`config.mk`:
```
export PLATFORM = sky130hd
export DESIGN_NAME = usr_serial_ctrl
export DESIGN_NICKNAME = d
export VERILOG_FILES = /design/src/rtl/usr_pkg.sv /design/src/rtl/usr_serial_ctrl.sv
export SDC_FILE = /design/constraint.sdc
export NUM_CORES = 1
export LEC_CHECK = 0
export CORE_MARGIN = 10
export CORE_UTILIZATION = 25
export DETAILED_ROUTE_END_ITERATION = 12
export PLACE_DENSITY = 0.61
export SLEW_MARGIN = 20
export SYNTH_ARGS = -nofsm -noshare
export SYNTH_HDL_FRONTEND = slang
export SYNTH_SLANG_ARGS = --single-unit
```
`constraint.sdc`:
```
create_clock -name clk -period 1.8 [get_ports clk]
set_clock_uncertainty 0.05 [all_clocks]
set_input_delay 0.27 -clock clk [delete_from_list [all_inputs] [get_ports clk]]
set_output_delay 0.27 -clock clk [all_outputs]
set_load 0.02 [all_outputs]
```
`src/rtl/usr_pkg.sv`:
```
// Shared encodings for the universal shift register (USR) and its serial controller.
//   usr_mode_e   : USR mode select {sel1,sel0}
//   ctrl_state_e : controller FSM state
package usr_pkg;

  typedef enum logic [1:0] {
    ModeHold = 2'b00,  // keep contents
    ModeShr  = 2'b01,  // shift toward LSB, 'right' enters the MSB
    ModeShl  = 2'b10,  // shift toward MSB, 'left' enters the LSB
    ModeLoad = 2'b11   // parallel load of 'i'
  } usr_mode_e;

  typedef enum logic [1:0] {
    StIdle  = 2'b00,
    StShift = 2'b01,
    StDone  = 2'b10
  } ctrl_state_e;

endpackage

```
`src/rtl/usr_serial_ctrl.sv`:
```
// Serial transfer controller for an attached universal shift register (USR).
// A parallel word is loaded into the USR, shifted out one bit per enabled cycle
// while receive bits shift in from the opposite end, and the received word is
// then offered on a valid/ready output.
//   clk, clear_n                 : clock, asynchronous active-low reset (shared with the USR)
//   s_valid, s_ready, s_data     : parallel transmit word handshake
//   s_dir                        : 0 = LSB first (shift toward LSB), 1 = MSB first
//   shift_en                     : permits one shift step this cycle
//   ser_in, ser_out, ser_valid   : serial receive / transmit bit, shift-occurs strobe
//   m_valid, m_ready, m_data     : received word handshake
//   sel0, sel1, left, right, i   : USR mode select, serial inputs, parallel load data
//   o                            : USR contents fed back
module usr_serial_ctrl
  import usr_pkg::*;
#(
  parameter int unsigned size = 4
) (
  input  logic            clk,
  input  logic            clear_n,
  input  logic            s_valid,
  output logic            s_ready,
  input  logic [size-1:0] s_data,
  input  logic            s_dir,
  input  logic            shift_en,
  input  logic            ser_in,
  output logic            ser_out,
  output logic            ser_valid,
  output logic            m_valid,
  input  logic            m_ready,
  output logic [size-1:0] m_data,
  output logic            sel0,
  output logic            sel1,
  output logic            left,
  output logic            right,
  output logic [size-1:0] i,
  input  logic [size-1:0] o
);

  localparam int unsigned CntW = $clog2(size + 1);
  localparam logic [CntW-1:0] LastCnt = CntW'(size - 1);

  ctrl_state_e     state_q, state_d;
  logic [CntW-1:0] cnt_q, cnt_d;
  logic            dir_q, dir_d;
  usr_mode_e       mode;

  always_ff @(posedge clk or negedge clear_n) begin
    if (!clear_n) begin
      state_q <= StIdle;
      cnt_q   <= '0;
      dir_q   <= 1'b0;
    end else begin
      state_q <= state_d;
      cnt_q   <= cnt_d;
      dir_q   <= dir_d;
    end
  end

  always_comb begin
    state_d   = state_q;
    cnt_d     = cnt_q;
    dir_d     = dir_q;
    mode      = ModeHold;
    i         = '0;
    left      = 1'b0;
    right     = 1'b0;
    ser_out   = 1'b0;
    ser_valid = 1'b0;
    s_ready   = 1'b0;
    m_valid   = 1'b0;
    m_data    = '0;

    unique case (state_q)
      StIdle: begin
        s_ready = 1'b1;
        if (s_valid) begin
          mode    = ModeLoad;
          i       = s_data;
          dir_d   = s_dir;
          cnt_d   = '0;
          state_d = StShift;
        end
      end
      StShift: begin
        // A deasserted shift_en leaves the USR in hold and cnt untouched.
        if (shift_en) begin
          ser_valid = 1'b1;
          if (!dir_q) begin
            mode    = ModeShr;
            ser_out = o[0];
            right   = ser_in;
          end else begin
            mode    = ModeShl;
            ser_out = o[size-1];
            left    = ser_in;
          end
          cnt_d = cnt_q + CntW'(1);
          if (cnt_q == LastCnt) begin
            state_d = StDone;
          end
        end
      end
      StDone: begin
        // USR holds, so m_data stays stable until the word is taken.
        m_valid = 1'b1;
        m_data  = o;
        if (m_ready) begin
          state_d = StIdle;
        end
      end
      default: begin
        state_d = StIdle;
      end
    endcase
  end

  assign sel1 = mode[1];
  assign sel0 = mode[0];

endmodule

```
# Yosys cells after proc, flatten, opt, wreduce, memory -nomap -nowiden
# Index checks and enable logic that the tools add are counted.
[totals] regBits=6 input_bits=15 out_inout_bits=16 elab_cells=44
[op_classes] n_addsub=1 n_eq_ne=7 muxes=28 n_reduce_logical=5
[op_table] cell="2-to-1 mux 2 bit" count=7
[op_table] cell="2-to-1 mux 1 bit" count=13
[op_table] cell="2-to-1 mux 4 bit" count=3
[op_table] cell="inequality test 2 bit (second input constant)" count=4
[op_table] cell="2-to-1 mux 3 bit" count=2
[op_table] cell="case mux 2 bit (3 select lines)" count=1
[op_table] cell="case mux 3 bit (2 select lines)" count=1
[op_table] cell="case mux 2 bit (2 select lines)" count=1
[op_table] cell="AND reduction 4 bit" count=1
[op_table] cell="adder 3 x 1 -> 3 bit (second input constant)" count=1
[op_table] cell="equality test 3 x 2 -> 1 bit (second input constant)" count=1
[op_table] cell="AND reduction 3 bit" count=1
[op_table] cell="equality test 2 x 1 -> 1 bit (second input constant)" count=1
[op_table] cell="equality test 2 bit (second input constant)" count=1
[op_table] cell="logical NOT 2 bit" count=1
[op_table] cell="AND reduction 2 bit" count=1
[op_table] cell="nonzero test 2 bit" count=1

# Logic depth before layout (Yosys ltp)
[logic_depth] depth_word=4 ltp_mapped=4 ltp_nobuf=4

# Worst setup path after synthesis
# OpenSTA, ideal clock, no wires.
[synth_path] path_type="register to output" start="register state_q[1]" end="output ser_out" arrival_ns=1.255 required_ns=1.480 path_slack_ns=0.225 stages_incl_launch_ff=4 n_path_buf=1 path_cell_list="dfrtp_1 buf_4 and3b_1 nor2b_1"
[synth_via] elab_chain_cells=2
[synth_rtl] item="from (decl)" line="usr_serial_ctrl.sv:42" source="ctrl_state_e state_q, state_d;"
[synth_rtl] item="from (signal assigned)" line="usr_serial_ctrl.sv:49" source="state_q <= StIdle;"
[synth_rtl] item="from (signal assigned)" line="usr_serial_ctrl.sv:53" source="state_q <= state_d;"
[synth_rtl] item="equality test 2 x 1 -> 1 bit" line="usr_serial_ctrl.sv:73" source="unique case (state_q)"
[synth_rtl] item="2-to-1 mux 1 bit" line="usr_serial_ctrl.sv:73"
[synth_rtl] item="to (decl)" line="usr_serial_ctrl.sv:26" source="output logic ser_out,"
# No other way between the ends.

# Worst setup path after layout
[layout_path] start="input shift_en" end="output left"
[layout_via] elab_chain_cells=2
[layout_rtl] item="from (decl)" line="usr_serial_ctrl.sv:24" source="input logic shift_en,"
[layout_rtl] item="2-to-1 mux 1 bit" line="usr_serial_ctrl.sv:86" source="if (shift_en) begin"
[layout_rtl] item="2-to-1 mux 1 bit" line="usr_serial_ctrl.sv:73"
[layout_rtl] item="to (decl)" line="usr_serial_ctrl.sv:33" source="output logic left,"
# No other way between the ends.

==> flow_summary.yaml <==
worst_setup_path:
  required_ps: 1480
  cp_max_fo: 4
  endpoint_kind: "output pin"
  crit_arrival_ps: 1430
  worst_setup_path_start_kind: "primary input"
  worstSetupPathType: "primary input to output pin"
job:
  cap_violations: 0
global_route:
  grt_pass1_wl_um: 2460
  antenna_found_initial: 0
  grt_max_degree: 9
  grt_util_all_layers_pct: 7.68
  grt_pass1_vias: 553
  overflow: 0
detailed_routing:
  viasPerCell: 4.58
  drt-initial-drc-count: 4
  first_pass_iters: 4
  postRouteAntennaNets: 0
  avgRoutedWirePerCell_um: 14.0
  drc: 0
  totalWireLength_um: 1540
  vias: 504
cts:
  clock_path_buffers: 2
  post-cts-setup-buffers: 0
  cts-root-buf: "clkbuf_4"
  cts_tree: "yes"
  cts_num_sinks: 6
  cts.clk_slew.worst_paths_ps: 50
  clock_latency_ps: 250
  hold_buffers: 0
  numCtsBuffers: 3
  htreeDepth: 1
  cts_resized: 32
logic_synthesis:
  synth_compound_area_share_pct: 13.4
  synth_cell_type_count: 23
  synth_nets: 64
  ys_warn_count: 0
  synth_area_um2: 478
  synth_fa_ha_area_share_pct: 5.24
  synthMuxAreaShare_pct: 4.45
  synth_xor_area_share_pct: 0
  synth_top_family_by_area: "simple AND/OR/NAND/NOR gates"
  ys_ff_latch: 6
  synth_cells: 47
  syn_area_per_cell_um2: 10.2
  yosys.area_share.simple_pct: 40.1
  seq_area_frac_synth_pct: 31.4
sta:
  rsz0062_at_grt: "false"
  maxSlewViolCount: 0
  tightestPinTransition_ps: 280
  fmax_mhz: 571
  finalSetupViolCount: 0
  min_period_ps: 1750
  hold_violations: 0
  fin_crit_sh_pct: 97.4
  slew_headroom_pct: 81.3
cells_and_area:
  final_common_cell: "clkdlybuf4s50_1"
  syn2layout_area_growth_pct: 75.1
  utilization_pct: 47.4
  drive_above_1_share_pct: 27.1
  final_cell_mix: "14 x clkdlybuf4s50_1, 8 x and2_1, 7 x dlygate4sd2_1, 7 x buf_4"
  fillers: 186
  nets: 104
  diodes: 0
power_and_ir_drop:
  irDropWorstVdd_uv: 476
  powerDensity_nw_per_um2: 1000
  p_leak_nw: 0.439
  power_mw: 0.839
status:
  status: "finished, final reports clean"
floorplan:
  io_pins: 31
  start_util_pct: 27.1
  design.die.area_um2: 4060
  die_w_um: 63.7
  std_cell_rows: 15
  die_y_um: 63.7
  core_um2: 1760
place:
  dpl.hpwl_um: 1320
  gp_congestion: 0.716
  io_buffers: 30
min_path:
  hp-class: "primary input to async pin"
## synth_stat cells, drive strengths merged
cell type | count | area [um^2]
nor2 | 1 | 3.75
buf | 2 | 18.8
and2 | 8 | 50.1
nor4bb | 2 | 20.0
and3 | 1 | 6.26
nand3 | 2 | 10.0
and3b | 5 | 43.8
mux2i | 1 | 10.0
nand3b | 1 | 7.51
nor3b | 1 | 12.5
a21oi | 2 | 10.0
nand2b | 1 | 6.26
dfrtp | 6 | 150
inv | 2 | 7.51
and4b | 1 | 10.0
ha | 2 | 25.0
o21bai | 1 | 18.8
o2bb2ai | 1 | 8.76
mux2 | 1 | 11.3
nor2b | 3 | 21.3
a211o | 3 | 26.3
## worst max-delay path, stage by stage
cell and delay [ps]:
clkdlybuf4s50_1 520, and3b_2 230, and3_1 150, clkdlybuf4s15_2 260
## cell type report
type | count | area (um^2) | area share, %
Multi-Input combinational cell | 37 | 314 | 37.5
Inverter | 2 | 7.51 | 0.897
Tap cell | 25 | 31.3 | 3.74
Sequential cell | 6 | 151 | 18.1
Timing Repair Buffer | 37 | 310 | 37.1
Clock buffer | 3 | 22.5 | 2.69
## kinds of logic (layout without fill, tap and decap cells)
group | after synthesis | count (layout)
mux | 2 | 2
compound gates | 7 | 7
flops | 6 | 6
fa+ha+maj | 2 | 2
simple gates | 26 | 26
buf+inv | 4 | 42
## sequential cells by signal, indices dropped and copies added, names as in the netlist
name / count
cnt_q: 3
dir_q: 1
state_q: 2
## power breakdown
group / internal [mW] / switching (mW) / total, mW / leakage, nW
combinational: 0.244 / 0.211 / 0.455 / 0.353
clock: 0.0756 / 0.0520 / 0.128 / 0.0138
sequential: 0.189 / 0.0668 / 0.256 / 0.0727
total: 0.509 / 0.330 / 0.839 / 0.439
## through the flow
step	hold WS [ps]	cells	cell area [um^2]	TNS, ps	setup slack [ps]
3_3_place_gp	439	107	843	-2790	-321
4_1_cts	223	110	875	0	5.51
5_1_grt	236	110	837	0	1.58
3_5_place_dp	446	107	843	-2870	-339
2_1_floorplan	-75.6	47	478	0	225
6_report	215	110	837	0	47.6
## worst paths after layout
| kind | from | endpoint | slack [ps] | cells past startpoint |
|---|---|---|---|---|
| max in group asynchronous | clear_n | state_q[0] | 1250 | 1 |
| max | shift_en | left | 50 | 4 |
| max reg2reg | cnt_q[0] | cnt_q[2] | 430 | 4 |
| min reg2reg | cnt_q[2] | cnt_q[2] | 460 | 1 |
| min in group clk | cnt_q[2] | cnt_q[2] | 460 | 1 |
| min | clear_n | cnt_q[0] | 210 | 1 |
## metal layers
metal | GRT usage [%] | part of all wire (%) | up-vias
li1 | - | - | 245
met1 | 6.40 | 36 | 245
met2 | 14.6 | 58 | 10
met3 | 2.12 | 4.0 | 4
met4 | 6.56 | 2.4 | 0
met5 | 0 | 0 | -
Power figures use the tool's default switching activity.
